===== config.mk =====
export PLATFORM = sky130hd
export DESIGN_NAME = relay_credit_tx_flat
export DESIGN_NICKNAME = d
export VERILOG_FILES = /design/src/rtl/relay_credit_tx_if.sv /design/src/rtl/relay_credit_tx.sv /design/src/flat_wrapper.sv
export SDC_FILE = /design/constraint.sdc
export NUM_CORES = 1
export LEC_CHECK = 0
export ABC_AREA = 1
export BUFFER_PORTS_ARGS = -buffer_cell sky130_fd_sc_hd__buf_2
export CORE_AREA = 3 3 64 66
export DETAILED_ROUTE_END_ITERATION = 6
export DIE_AREA = 0 0 67 69
export PLACE_DENSITY = 0.83
export SKIP_LAST_GASP = 1
export SLEW_MARGIN = 20
export SYNTH_ARGS = -nofsm -noshare
export SYNTH_HDL_FRONTEND = slang
export SYNTH_SLANG_ARGS = --single-unit

===== constraint.sdc =====
create_clock -name clk -period 2.28 [get_ports clk]
set_input_delay 0.114 -clock clk [delete_from_list [all_inputs] [get_ports clk]]
set_output_delay 0.114 -clock clk [all_outputs]
set_load 0.01 [all_outputs]

===== src/rtl/relay_credit_tx_if.sv =====
// Link-side bundle for relay_credit_tx: the upstream FWFT pop interface, the
// outbound registered link and the credit return, all in one clock domain.
// master = the transmitter, slave = the environment around it.
interface relay_credit_tx_if #(
  parameter int DATA_WIDTH = 32,
  parameter int CREDITS    = 8,
  parameter int CNT_WIDTH  = $clog2(CREDITS + 1)
);
  logic                  en;
  logic                  in_empty_n;
  logic [DATA_WIDTH-1:0] in_dout;
  logic                  in_read;
  logic                  out_valid;
  logic [DATA_WIDTH-1:0] out_data;
  logic                  credit_in;
  logic [CNT_WIDTH-1:0]  credits;
  logic                  credit_overflow;

  modport master (
    input  en, in_empty_n, in_dout, credit_in,
    output in_read, out_valid, out_data, credits, credit_overflow
  );

  modport slave (
    output en, in_empty_n, in_dout, credit_in,
    input  in_read, out_valid, out_data, credits, credit_overflow
  );
endinterface


===== src/rtl/relay_credit_tx.sv =====
// Credit-based transmitter: pops a FWFT FIFO and launches one word per cycle
// onto a registered link, but only while the remote buffer has a free slot.
// The per-cycle state (IDLE / SEND / STARVED) is implied by en, in_empty_n
// and the credit count, so no explicit state register is kept.
module relay_credit_tx #(
  parameter int DATA_WIDTH = 32,
  parameter int CREDITS    = 8,
  // Derived from CREDITS; must match the interface instance.
  parameter int CNT_WIDTH  = $clog2(CREDITS + 1)
) (
  input logic             clk,
  input logic             reset,
  relay_credit_tx_if.master bus
);

  localparam logic [CNT_WIDTH-1:0] CREDIT_MAX = CNT_WIDTH'(CREDITS);
  localparam logic [CNT_WIDTH-1:0] CREDIT_ONE = CNT_WIDTH'(1);

  logic                  has_credit;
  logic                  send;
  logic [CNT_WIDTH-1:0]  credits_reg;
  logic [CNT_WIDTH-1:0]  credits_next;
  logic                  overflow_reg;
  logic                  overflow_next;
  logic                  out_valid_reg;
  logic [DATA_WIDTH-1:0] out_data_reg;

  // Launch decision: depends only on the registered count, never on credit_in,
  // so a returned credit becomes usable one cycle after it arrives.
  always_comb begin
    has_credit = (credits_reg != '0);
    send       = bus.en & bus.in_empty_n & has_credit & ~reset;
  end

  // Credit bookkeeping: a send and a return in the same cycle cancel out; a
  // return at a full count is refused and flagged instead of wrapping.
  always_comb begin
    credits_next  = credits_reg;
    overflow_next = overflow_reg;
    case ({send, bus.credit_in})
      2'b10: credits_next = credits_reg - CREDIT_ONE;
      2'b01: begin
        if (credits_reg == CREDIT_MAX) begin
          overflow_next = 1'b1;
        end else begin
          credits_next = credits_reg + CREDIT_ONE;
        end
      end
      default: credits_next = credits_reg;
    endcase
  end

  // Link register and counters; reset drops any in-flight word and refills
  // the credit pool because the remote buffer is reset alongside.
  always_ff @(posedge clk or posedge reset) begin
    if (reset) begin
      out_valid_reg <= 1'b0;
      out_data_reg  <= '0;
      credits_reg   <= CREDIT_MAX;
      overflow_reg  <= 1'b0;
    end else begin
      out_valid_reg <= send;
      if (send) begin
        out_data_reg <= bus.in_dout;
      end
      credits_reg  <= credits_next;
      overflow_reg <= overflow_next;
    end
  end

  assign bus.in_read         = send;
  assign bus.out_valid       = out_valid_reg;
  assign bus.out_data        = out_data_reg;
  assign bus.credits         = credits_reg;
  assign bus.credit_overflow = overflow_reg;

endmodule


===== src/flat_wrapper.sv =====
// flat-port wrapper written by rule: the top's interface ports become plain ports
module relay_credit_tx_flat 
#(
  parameter int DATA_WIDTH = 32,
  parameter int CREDITS    = 8,
                                                             
  parameter int CNT_WIDTH  = $clog2(CREDITS + 1)
)
  (clk, reset, bus_en, bus_in_empty_n, bus_in_dout, bus_credit_in, bus_in_read, bus_out_valid, bus_out_data, bus_credits, bus_credit_overflow);
  relay_credit_tx_if #(.DATA_WIDTH(DATA_WIDTH), .CREDITS(CREDITS), .CNT_WIDTH(CNT_WIDTH)) bus_i ();
  input logic clk;
  input logic reset;
  input wire logic [$bits(bus_i.en)-1:0] bus_en;
  input wire logic [$bits(bus_i.in_empty_n)-1:0] bus_in_empty_n;
  input wire logic [$bits(bus_i.in_dout)-1:0] bus_in_dout;
  input wire logic [$bits(bus_i.credit_in)-1:0] bus_credit_in;
  output wire logic [$bits(bus_i.in_read)-1:0] bus_in_read;
  output wire logic [$bits(bus_i.out_valid)-1:0] bus_out_valid;
  output wire logic [$bits(bus_i.out_data)-1:0] bus_out_data;
  output wire logic [$bits(bus_i.credits)-1:0] bus_credits;
  output wire logic [$bits(bus_i.credit_overflow)-1:0] bus_credit_overflow;
  assign bus_i.en = bus_en;
  assign bus_i.in_empty_n = bus_in_empty_n;
  assign bus_i.in_dout = bus_in_dout;
  assign bus_i.credit_in = bus_credit_in;
  assign bus_in_read = bus_i.in_read;
  assign bus_out_valid = bus_i.out_valid;
  assign bus_out_data = bus_i.out_data;
  assign bus_credits = bus_i.credits;
  assign bus_credit_overflow = bus_i.credit_overflow;
  relay_credit_tx #(.DATA_WIDTH(DATA_WIDTH), .CREDITS(CREDITS), .CNT_WIDTH(CNT_WIDTH)) u_core (.clk(clk), .reset(reset), .bus(bus_i));
endmodule

---- Yosys cells after proc, flatten, opt, wreduce, memory -nomap -nowiden ----
Index checks and enable logic that the tools add are counted.
word-level totals
  logic and storage cells ................. 20
  latch bits .............................. 0
  output and inout port bits .............. 39
  memories ................................ 0
  RAM bits ................................ 0
  register bits ........................... 38
  memory bits (read-only) ................. 0
operators by class
  magnitude comparators ................... 0
  shift operators ......................... 0
  bitwise logic cells ..................... 4
  multiply operators ...................... 0
  divide/modulo/power cells ............... 0
  eq/ne operators ......................... 4
  reductions and logical operators ........ 4
  add/subtract/negate cells ............... 2
  mux-type cells .......................... 2
operator list
  cell                                                 count
  one-hot mux 4 bit (2 select lines)                   1
  adder 4 x 1 -> 4 bit, second input constant          1
  equality test 4 bit, second input constant           1
  two-way mux 4 bit                                    1
  AND reduction 2 bit                                  2
  nonzero test 4 bit                                   1
  subtractor 4 x 1 -> 4 bit, second input constant     1
  bitwise AND 1 bit                                    3
  equality test 2 x 1 -> 1 bit, second input constant  1
  equality test 2 bit, second input constant           1
  inequality test 2 bit, second input constant         1
  nonzero test 2 bit                                   1
  inverter 1 bit                                       1

---- Depth between registers and ports, before layout ----
  depth after elaboration ................. 6
  depth in mapped cells ................... 13
  mapped depth without buffers ............ 13

---- Least setup slack after synthesis ----
Ideal clock, no wire load.
  path type ............................... input to register
  from .................................... input reset
  to ...................................... register u_core.credits_reg[3] (netlist: u_core.bus.credits[3])
  required time ........................... 2.222 ns
  data arrival time ....................... 2.422 ns
  setup slack ............................. -0.200 ns
  stages on the path ...................... 13
  library setup time ...................... 0.058 ns
  buffers on the path ..................... 0
  path through ............................ inv_1 nand3_1 a21oi_4 nor2_1 inv_1 ha_1 nand3_1 nand3_1 inv_1 nand3_1 nand3_1 nand2_1 inv_1
on the way
  cells in the longest elaborated chain, start to end .. 5
  elaborated cells on any way between the ends .. 8
ends and longest elaborated chain
  element                                                                              RTL line               source
  start: declaration                                                                   flat_wrapper.sv:12     input logic reset;
  inverter 1 bit (*)                                                                   relay_credit_tx.sv:32  send = bus.en & bus.in_empty_n & has_credit & ~reset;
  bitwise AND 1 bit (*)                                                                relay_credit_tx.sv:32
  equality test 2 x 1 -> 1 bit / equality test 2 bit (equally long branches)           relay_credit_tx.sv:40  case ({send, bus.credit_in})
  inequality test 2 bit (no source line) / nonzero test 2 bit (equally long branches)  --
  AND reduction 2 bit (no source line)                                                 --
  end signal: assignment                                                               relay_credit_tx.sv:66  credits_reg <= credits_next;
  end: declaration                                                                     relay_credit_tx.sv:21  logic [CNT_WIDTH-1:0] credits_reg;
Mark *: on every way between the ends. The rest lies on a longest branch, timed or not.
A chain may end at the register's enable or synchronous reset.

---- Worst setup path in the final report ----
Ends and elaborated chain as after synthesis.

==> impl_results.md <==
* CTS max path bufs at 2
* Met3 usage at 4.07%
* Syn Nets at 221
* Cells on Worst Hold Path at 3
* Distinct cell type count after synthesis at 18
* ANT nets after route at 0
* CP cell instances: dlygate4sd3_1 -> buf_2 -> clkinvlp_4 -> nand3_1 -> a21oi_4 -> nor2_1 -> inv_1 -> ha_1 -> nand3_1 -> nand3_1 -> inv_1 -> nand3_1 -> nand3_1 -> nand2_1 -> inv_1
* Synthesized flop and latch total at 38
* Core area at 0.00363 mm2
* CP bufs+invs at 6
* Post-Syn Area per Cell at 8.82 um2
* Crit. End Element: flip-flop
* R2R depth at 12
* Most common cell after layout, fill and taps aside: nand2_1
* Crit-path max cell delay at 0.52 ns
* First-pass GRT wire length at 5600 um
* Reg area at 952 um2
* Total Die Area at around 0.0046 mm2
* Design Area, Final at between 0.002 and 0.0025 mm2
* Layer with the highest usage: met2
* Max-slew violations at 0
* Clock-pin slew on the worst setup and hold paths at approximately 0.070 ns
* Power Density at 1190 mW/mm2
* Final hold violation count at 0
* Tot Pwr at 2.57 mW
* Worst path slowest cell: dlygate4sd3_1
* Post-synthesis sequential area ratio at 59.6%
* Setup crit start kind: primary input
* Max-cap violations at 0
* Worst reg2reg setup slack at 0.34 ns
* Least-Margin Pin Slew at 0.453 ns
* GPL Wtd Cong at ~0.89
* I/O pins at 76
* CP Depth at 15
* Vias/cell at 4.45
* Inserted Clock Buffers at 5
* Area post-placement at 0.00202 mm2
* CP Data Arrival Time at 2.18 ns
* Layout Skew at 0.00622 ns
* Antenna violations before repair at 0
* R2r startpoint: u_core.bus.credits[0]
* DRC at 0
* DIE WIDTH at between 60 and 70 um
* Post-CTS setup buffer count at 0
* Root buf cell: clkbuf_8
* Hold buffer count at CTS at 1
* Clock Latency Late Sink at about 0.28 ns
* Vias in the first global route at approximately 1300
* RSZ-0062 raised after global routing: no
* Footprint of the multi-input gates at 581 um2
* Effective utilization at floorplan at around 44%
* Status: finished clean
* Max FO, Critical Path at 4
* Fin crit period at ~1.9 ns
* Layout cells sized above 1 at 36.4%
* Setup TNS Final at 0 ns
* Min-delay src: bus_in_dout[1]
* Ant diodes at 0
* Remaining Overflow, GRT at 0
* Routed len/inst at 11.1 um
* Final setup vio count at 0
* Layout Nets at 300
* First-iteration detailed-routing DRC count at 50
* Worst hold path class: in -> reg
* WL final at roughly 3400 um
* Worst Setup Path Type: in -> reg
* Met2 Track Usage GR at a little over a quarter
* Most frequent CP cell: nand3_1
* Layout fillers at 332
* Leakage at 1.27 nW
* Core Rows at 22
* Period utilization at between 80 and 90%
* Met1 usage at approximately a fifth
* Resize count post-CTS at 0
* Synth Warn # at 0
* Most frequent cells in the layout: nand2_1, buf_2, dfrtp_1
* Slew headroom at 69.8%
* Hold Crit Endpoint: u_core.bus.out_data[1]
* Port bufs at 75
* Number of flip-flops in the largest register at 32
* Critical Path RT at between 2 and 3 ns
* Pre-antenna DRT Iters at 4
* Die extent in y at 69 um
* Peak supply drop at 0.000609 V
* Via count at around 1400
* Dpl hpwl at between 2000 and 3000 um
* Mapped Area at 0.00160 mm2
* Largest net degree at the start of global routing at 39
* Cells after Synth at approximately 180
* Fmax at 0.514 GHz
* Layout area overhead at 35.8%
* Total track usage at around 16%
* TritonCTS clock tree: done
* RR Endpoint: u_core.bus.credits[3]
* CTS Sinks at 38
* Cell family with most CP delay: buffers and inverters
* H-tree levels at 2
-- layout make-up --
type,count,share of cell area [%]
Timing Repair Buffer,78,18.5
Tap cell,48,2.77
Inverter,9,1.73
Multi-Input combinational cell,128,26.8
Sequential cell,38,43.9
Clock inverter,3,3.17
Clock buffer,5,3.17
-- where the power goes --
| part | switching [mW] | total (mW) | internal, mW |
|---|---|---|---|
| combinational | 0.492 | 0.850 | 0.359 |
| clock | 0.223 | 0.661 | 0.438 |
| sequential | 0.154 | 1.06 | 0.909 |
-- through the flow --
| step | cells | worst slack (ns) | util [%] | hold slack (ns) |
|---|---|---|---|---|
| CTS | 309 | 0.330 | 59.7 | 0.0113 |
| finish | 309 | 0.333 | 59.7 | 0.0199 |
| detailed placement | 300 | 0.363 | 55.6 | 0.307 |
| global placement | 300 | 0.477 | 55.6 | 0.307 |
| global route | 309 | 0.166 | 59.7 | 0.00798 |
| floorplan | 181 | 0.197 | - | 0.0838 |
-- worst min-delay path: stages --
cell and delay, ns:
buf_2 0.07, nand2_1 0.04, nand2_1 0.05
-- worst max path at each step --
stage / endpoint / start / slack, ns
detailed placement: u_core.bus.credits[3] / u_core.bus.credits[0] / 0.36
global route: u_core.bus.credits[3] / u_core.bus.credits[0] / 0.17
global placement: u_core.bus.credits[3] / u_core.bus.credits[0] / 0.48
floorplan: u_core.bus.credits[3] / reset / 0.20
finish: u_core.bus.credits[3] / reset / 0.33
CTS: u_core.bus.credits[3] / reset / 0.33
-- cells in the mapped netlist, drive strengths merged --
library cell	number	area [um2]
nand2	107	417
dfrtp	37	926
inv	9	33.8
nand3	9	50.1
buf	6	30.0
nor2	3	16.3
ha	2	25.0
xor2	2	17.5
a21oi	1	16.3
dfstp	1	26.3
fa	1	20.0
nand4	1	6.26
o21ai	1	5.00
o21bai	1	7.51
-- routing by layer --
layer	vias up	part of all wire [%]
li1	706	-
met1	609	45
met2	53	46
met3	6	7.1
met4	0	1.2
met5	-	0
-- logic make-up (layout without fill, tap and decap cells) --
logic type,after synthesis,count (layout),share of synthesized area [%]
adder cells (fa/ha/maj),3,3,2.82
flip-flops,38,38,59.6
XOR/XNOR,2,2,1.10
buffers and inverters,15,95,4.00
AND/OR/NAND/NOR,120,120,30.6
AO/OA/AOI/OAI,3,3,1.80
(Power assumes the default switching activity.)
